File: src/rtl/obtc_hdr_pkg.sv
// Shared types and helpers for the block-header read path.
// Holds the header geometry constants, the reader state encoding and the word byte-swap.
package obtc_hdr_pkg;

    localparam int WORD_W    = 32;
    localparam int HDR_WORDS = 20;

    typedef enum logic [1:0] {
        IDLE    = 2'd0,
        COLLECT = 2'd1,
        HOLD    = 2'd2
    } hdr_rd_state_t;

    function automatic logic [WORD_W-1:0] bswap32(input logic [WORD_W-1:0] w);
        return {w[7:0], w[15:8], w[23:16], w[31:24]};
    endfunction

endpackage

File: src/rtl/fifo_hdr_reader.sv
// Drains 32-bit FWFT FIFO words and assembles WORDS of them into one header behind a valid/ready handshake.
// Optional mid-frame starvation timeout is enabled by defining FIFO_HDR_RD_TIMEOUT_EN.
//
//  state   | meaning
//  --------+-----------------------------------------------------------
//  IDLE    | not collecting; waits for en
//  COLLECT | popping words into hdr_data at index cnt
//  HOLD    | header complete, hdr_valid high, FIFO back-pressured
module fifo_hdr_reader
    import obtc_hdr_pkg::*;
#(
    parameter int WORDS   = HDR_WORDS,
    parameter int BSWAP   = 1,
    parameter int TIMEOUT = 1024
) (
    input  logic                    rd_clk,
    input  logic                    rst_n,
    input  logic                    en,
    input  logic                    flush,
    input  logic [WORD_W-1:0]       fifo_dout,
    input  logic                    fifo_empty,
    output logic                    fifo_rd_en,
    output logic [WORDS*WORD_W-1:0] hdr_data,
    output logic                    hdr_valid,
    input  logic                    hdr_ready,
    output logic [15:0]             frame_cnt,
    output logic                    busy,
    output logic                    err_timeout
);

    localparam int            IW   = $clog2(WORDS);
    localparam logic [IW-1:0] LAST = IW'(WORDS - 1);

    if (WORDS < 2 || WORDS > 64 || TIMEOUT < 2) begin : g_bad_param
        $error("fifo_hdr_reader: WORDS must be 2..64 and TIMEOUT >= 2");
    end

    hdr_rd_state_t     state;
    hdr_rd_state_t     state_nxt;
    logic [IW-1:0]     cnt;
    logic              pop;
    logic              frame_done;
    logic              accept;
    logic              tmo_fire;
    logic [WORD_W-1:0] word_in;

    assign fifo_rd_en = (state == COLLECT) && !fifo_empty && !flush;
    assign pop        = fifo_rd_en;
    assign busy       = (state != IDLE);
    assign word_in    = (BSWAP != 0) ? bswap32(fifo_dout) : fifo_dout;

    always_comb begin
        state_nxt  = state;
        frame_done = 1'b0;
        accept     = 1'b0;
        if (flush) begin
            state_nxt = en ? COLLECT : IDLE;
        end else begin
            case (state)
                IDLE: begin
                    if (en) state_nxt = COLLECT;
                end
                COLLECT: begin
                    if (pop && cnt == LAST) begin
                        frame_done = 1'b1;
                        state_nxt  = HOLD;
                    end else if (!pop && cnt == '0 && !en) begin
                        state_nxt = IDLE;
                    end
                end
                HOLD: begin
                    if (hdr_valid && hdr_ready) begin
                        accept    = 1'b1;
                        state_nxt = en ? COLLECT : IDLE;
                    end
                end
                default: state_nxt = IDLE;
            endcase
        end
    end

    always_ff @(posedge rd_clk or negedge rst_n) begin
        if (!rst_n) begin
            state     <= IDLE;
            cnt       <= '0;
            hdr_data  <= '0;
            hdr_valid <= 1'b0;
            frame_cnt <= '0;
        end else begin
            state <= state_nxt;
            if (flush) begin
                cnt       <= '0;
                hdr_valid <= 1'b0;
            end else if (pop) begin
                for (int k = 0; k < WORDS; k++) begin
                    if (cnt == IW'(k)) hdr_data[WORD_W*(WORDS-1-k) +: WORD_W] <= word_in;
                end
                cnt <= frame_done ? '0 : cnt + IW'(1);
                if (frame_done) hdr_valid <= 1'b1;
            end else if (accept) begin
                hdr_valid <= 1'b0;
                frame_cnt <= frame_cnt + 16'd1;
            end else if (tmo_fire) begin
                cnt <= '0;
            end
        end
    end

`ifdef FIFO_HDR_RD_TIMEOUT_EN
    localparam logic [15:0] TO_LOAD = 16'(TIMEOUT - 1);

    // Down-counter: reloads on any pop, flush or empty frame, fires at terminal count zero.
    logic [15:0] to_cnt;

    assign tmo_fire = (state == COLLECT) && !flush && !pop && (cnt != '0) && (to_cnt == 16'd0);

    always_ff @(posedge rd_clk or negedge rst_n) begin
        if (!rst_n) begin
            to_cnt      <= TO_LOAD;
            err_timeout <= 1'b0;
        end else begin
            err_timeout <= tmo_fire;
            if (flush || pop || cnt == '0 || tmo_fire) begin
                to_cnt <= TO_LOAD;
            end else if (state == COLLECT) begin
                to_cnt <= to_cnt - 16'd1;
            end
        end
    end
`else
    assign tmo_fire    = 1'b0;
    assign err_timeout = 1'b0;
`endif

endmodule

File: config.mk
export PLATFORM = sky130hd
export DESIGN_NAME = fifo_hdr_reader
export DESIGN_NICKNAME = d
export VERILOG_FILES = /design/src/rtl/obtc_hdr_pkg.sv /design/src/rtl/fifo_hdr_reader.sv
export SDC_FILE = /design/constraint.sdc
export NUM_CORES = 1
export LEC_CHECK = 0
export BUFFER_PORTS_ARGS = -buffer_cell sky130_fd_sc_hd__buf_2
export CORE_AREA = 2 2 275 277
export CTS_BUF_LIST = sky130_fd_sc_hd__clkbuf_8
export CTS_CLUSTER_DIAMETER = 50
export DETAILED_ROUTE_END_ITERATION = 7
export DIE_AREA = 0 0 277 279
export GPL_ROUTABILITY_DRIVEN = 0
export GPL_TIMING_DRIVEN = 1
export SLEW_MARGIN = 20
export SYNTH_ARGS = -nofsm -noshare
export SYNTH_HDL_FRONTEND = slang
export SYNTH_SLANG_ARGS = --single-unit
File: constraint.sdc
create_clock -name rd_clk -period 3.53 [get_ports rd_clk]
set_input_delay 0.353 -clock rd_clk [delete_from_list [all_inputs] [get_ports rd_clk]]
set_output_delay 0.353 -clock rd_clk [all_outputs]
set_load 0.005 [all_outputs]
Yosys cells after proc, flatten, opt, wreduce, memory -nomap -nowiden. Cells that the tools add are included.

Register bits: 664. Latch bits: 0. Memories: 0. Memory bits (read-only): 0. RAM bits: 0. Logic and storage cells: 111. Input port bits: 38.

Shift operators: 0. Reduce and logical (&&, ||, !) cells: 38. Bitwise logic cells: 2. Div/mod/pow operators: 0. Add/sub/neg operators: 2. Equal/unequal tests: 25. Multipliers: 0. $lt $le $gt $ge: 0. Multiplexer cells: 20.

Operator list (number): $reduce_and 3->1 (22); $eq 5x4->1 const B (8); $eq 5x3->1 const B (4); $eq 5x5->1 const B (4); $add 16x1->16 const B (1); $mux 5 (3); $mux 1 (11); $eq 5x2->1 const B (2); $mux 2 (5); $logic_and 1x1->1 (6); $ne 3x3->1 const B (2); $pmux 2 s3 (1); $add 5x1->5 const B (1); $eq 5x1->1 const B (1); $logic_not 5->1 (1); $logic_not 1->1 (4); $ne 4x2->1 const B (1); $reduce_bool 2->1 (2); $ne 3x2->1 const B (1); $reduce_bool 3->1 (1); $eq 2x1->1 const B (1); $eq 2x2->1 const B (1); $logic_not 2->1 (1); $not 1->1 (2); $reduce_and 2->1 (1).

Longest topological paths before layout.
Depth in word-level cells: 10. Gate-level depth with buffers: 6. Depth with buffers taken out: 6.

Least setup slack after synthesis. Ideal clock, no wire load.

Path type: register to register. Start: register cnt[0]. End: register hdr_data[129]. Setup slack: 1.603 ns. Library setup time: 0.125 ns. Buffers on the path: 1. Stages on the path, launching flop included: 7. Arrival time: 1.802 ns. Cell sequence: dfrtp_1 > ha_1 > and3_1 > ha_1 > nand2_1 > buf_1 > mux2_2.

Cells in the longest elaborated chain, start to end: 2.

Ends and longest elaborated chain: start: declaration (RTL line fifo_hdr_reader.sv:40) `logic [IW-1:0] cnt;`; start signal: assignment (RTL line fifo_hdr_reader.sv:98) `cnt <= frame_done ? '0 : cnt + IW'(1);`; $eq 5x4->1 (RTL line fifo_hdr_reader.sv:96) `if (cnt == IW'(k)) hdr_data[WORD_W*(WORDS-1-k) +: WORD_W] <= word_in;`; $reduce_and 3->1 (no line); end signal: indexed assignment (RTL line fifo_hdr_reader.sv:96); end: declaration (RTL line fifo_hdr_reader.sv:23) `output logic [WORDS*WORD_W-1:0] hdr_data,`.

No other way between the ends. A chain may end at the register's enable or synchronous reset.

Worst setup path in the final report.
Start: register state[1]. End: register hdr_data[104].

Cells in the longest elaborated chain, start to end: 4.

Ends and longest elaborated chain: start: declaration (RTL line fifo_hdr_reader.sv:38) `hdr_rd_state_t state;`; start signal: assignment (RTL line fifo_hdr_reader.sv:90) `state <= state_nxt;`; $eq 2x1->1 (RTL line fifo_hdr_reader.sv:47) `assign fifo_rd_en = (state == COLLECT) && !fifo_empty && !flush;`; $logic_and 1x1->1 (2 in series) (RTL line fifo_hdr_reader.sv:47); $reduce_and 3->1 (no line).

No other way between the ends.

==> reports/qor.txt <==
Max Cap Violations -> 0
Post-placement cell count -> 3138
Syn Inst Count -> 1554
Pint -> 0.01243 W
Synth cell types -> 35
Worst Setup SP -> state[1]
Total wire length -> 82.69 mm
Worst Hold Launch -> hdr_ready
Switch share -> 24.49%
Most frequent cells in the layout -> buf_2, dfrtp_1, mux2_2
Cts repair resizes -> 0
Commonest non-fill, non-tap cell in the layout -> buf_2
Clock root buffer -> clkbuf_8
Worst Skew -> 0.07094 ns
CTS buffer count -> 114
# nets final -> 2333
Setup TNS -> 0 ns
RSZ-0062 raised after global routing -> false
CP Capture Point -> hdr_data[104]
First-pass GRT wire length -> 120.2 mm
Worst setup EP type -> flop
Run status -> completed
TritonRoute pass-1 iters -> 7
Clock power share -> 43.5%
RR Startpoint -> state[1]
Number of synthesized flops with an enable pin -> 0
R2R Setup Slk -> 0.92 ns
Post-Syn Nets -> 1598
CP arrival -> 3.17 ns
1st-iter DRT viols -> 719
Core ar. -> 74070 sq um
Max-slew violations -> 0
Routed vias/inst -> 4.896
Top_reg_cell synth -> dfrtp_1
Post-CTS Hold Fix Bufs -> 4
Ys async rst share -> 100.0%
Final Hold Viols -> 0
DRC -> 0
DIE AREA -> 77280 sq um
Rel. slew slack -> 30.89%
Fin crit share -> 74.08%
Sequential share of power -> 49.1%
Total global-route track usage -> 21.09%
ANT nets after route -> 0
Crit Reg-Reg Endpoint -> hdr_data[104]
Syn avg cell area -> 16.21 sq um
WHS -> 0.1526 ns
Sink Count -> 664
Tightest Pin Transition -> 1.033 ns
Final Core Density -> 43.64%
Initial antenna violation count -> 4
Final Setup Violations -> 0
CP Data Required Time -> 4.09 ns
Initial Util -> 34.01%
CP startpoint kind -> flop
Clk slew on worst S/H paths -> 0.06 ns
Filler-free cell count of the finished design -> 3342
Vias in the first global route -> 17510
Crit path max fanout -> 32
Comb pwr share -> 7.4%
Hpwl dp -> 56.93 mm
DR WL/cell -> 24.74 um
Horiz. Die Dim -> 277 um
Number of filler cells placed in the layout -> 6853
Switching power -> 0.004030 W
Mapped Area -> 25190 sq um
Setup bufs post-CTS -> 0
Hold/Removal Path Class -> in2reg
Area growth, synth to finish -> 28.32%
Power Dens Cells -> 509.1 nW/um^2
Worst Reg-to-Reg Cells -> 4
Worst vdd ir -> 0.0002943 V
Share of layout cells above drive strength 1 -> 66.39%
P_leak -> 18.65 nW
PortBufs -> 696
YS warnings -> 0
Clk Latency, worst-skew pair -> 0.72 ns
Largest net degree at the start of global routing -> 95
FF+latch count, synth -> 664
Fmax -> 0.3824 GHz
H-tree Lvls -> 3
CTS Buffer Depth -> 3
Min Clock Period, post-route -> 2.615 ns
TritonCTS clock tree -> yes
Setup CP Type -> reg2reg
Post-synthesis sequential area ratio -> 65.97%
Die Y-Extent -> 279 um
Num rows -> 100
Io pins -> 698
GRT overflow -> 0
Via count -> 16360
[flip-flops by register name, indices dropped and copies added, names as in the netlist]
signal     count
cnt            5
frame_cnt     16
hdr_data     640
hdr_valid      1
state          2
[worst min path at each step]
stage          slack (ns)  cells past startpoint            end
2_1_floorplan        0.06                      0         cnt[0]
3_3_place_gp         0.46                      1  frame_cnt[15]
3_5_place_dp         0.46                      1  frame_cnt[15]
4_1_cts              0.05                      4       state[1]
5_1_grt              0.13                      4       state[1]
6_report             0.15                      4       state[1]
[cell families (layout without fill, tap and decap cells)]
group	Yosys count	in the layout	synth area share [%]
other	1	3	0.01489
adders and majority gates	6	6	0.2980
AOI/OAI and AO/OA	8	8	0.1838
buffers and inverters	135	952	2.315
xor gates and xnor gates	16	16	0.5563
and+or+nand+nor	81	81	1.922
muxes	643	643	28.74
DFF	664	664	65.97
[final cells by class]
type / count / area [sq um] / share of cell area [%]
timing repair buffer: 749 / 4039 / 12.50
antenna: 2 / 5.005 / 0.01548
clock inverter: 46 / 312.8 / 0.9678
multi-input combinational: 755 / 8026 / 24.83
inverter: 5 / 18.77 / 0.05807
tap: 969 / 1212 / 3.751
sequential: 664 / 16620 / 51.41
clock buffer: 152 / 2092 / 6.472
[synth_stat cells (2+ instances only)]
| master | n | share of area [%] |
|---|---|---|
| xor2_1 | 4 | 0.14 |
| a21oi_1 | 4 | 0.079 |
| nand3_1 | 2 | 0.040 |
| mux2_2 | 628 | 28 |
| inv_1 | 5 | 0.075 |
| nand4_1 | 16 | 0.40 |
| nand2_1 | 22 | 0.33 |
| and3b_1 | 2 | 0.070 |
| nor3b_1 | 2 | 0.060 |
| ha_1 | 6 | 0.30 |
| nor3_1 | 2 | 0.040 |
| or2_2 | 2 | 0.050 |
| xnor2_1 | 12 | 0.42 |
| clkbuf_1 | 68 | 1.0 |
| nand3b_2 | 2 | 0.089 |
| and3_1 | 8 | 0.20 |
| buf_1 | 3 | 0.045 |
| mux2_1 | 14 | 0.63 |
| nor4b_2 | 2 | 0.12 |
| a22oi_1 | 2 | 0.060 |
| dfrtp_1 | 664 | 66 |
| buf_2 | 58 | 1.2 |
| nor2_1 | 12 | 0.18 |
| and2_1 | 3 | 0.075 |
[power by group through the flow]
| stage | Combinational (W) | Clock [W] | Sequential (W) |
|---|---|---|---|
| finish | 0.00122 | 0.00715 | 0.00809 |
| global route | 0.00132 | 0.00774 | 0.00812 |
| CTS | 0.00125 | 0.00736 | 0.00808 |
| detailed placement | 0.00124 | 0 | 0.00822 |
| global placement | 0.00123 | 0 | 0.00820 |
| floorplan | 0.000392 | 0 | 0.00824 |
[metrics by stage]
step                instance area, sq um  setup slack, ns  total power [W]
finish                             32320           0.9151          0.01646
detailed placement                 29870           0.8592         0.009460
CTS                                32320           0.8729          0.01670
global placement                   29870           0.8726         0.009425
floorplan                          25190            1.603         0.008634
global route                       32320           0.7571          0.01717
[worst max-delay path, cell delays in order (launching register included)]
cell and delay, ns:
dfrtp_1 0.55, nor4b_4 0.43, and3_1 0.35, nand2_2 0.62, mux2_2 0.53
[per-layer routing]
layer | global-route usage [%] | wire [um] | share of wire, % | vias up
met5 | 0 | 0 | 0 | -
met4 | 9.699 | 3537 | 4.3 | 0
met3 | 5.715 | 5451 | 6.6 | 196
met2 | 35.70 | 41120 | 50 | 635
met1 | 25.08 | 32590 | 39 | 8591
li1 | - | - | - | 6941
Power figures use the tool's default switching activity.
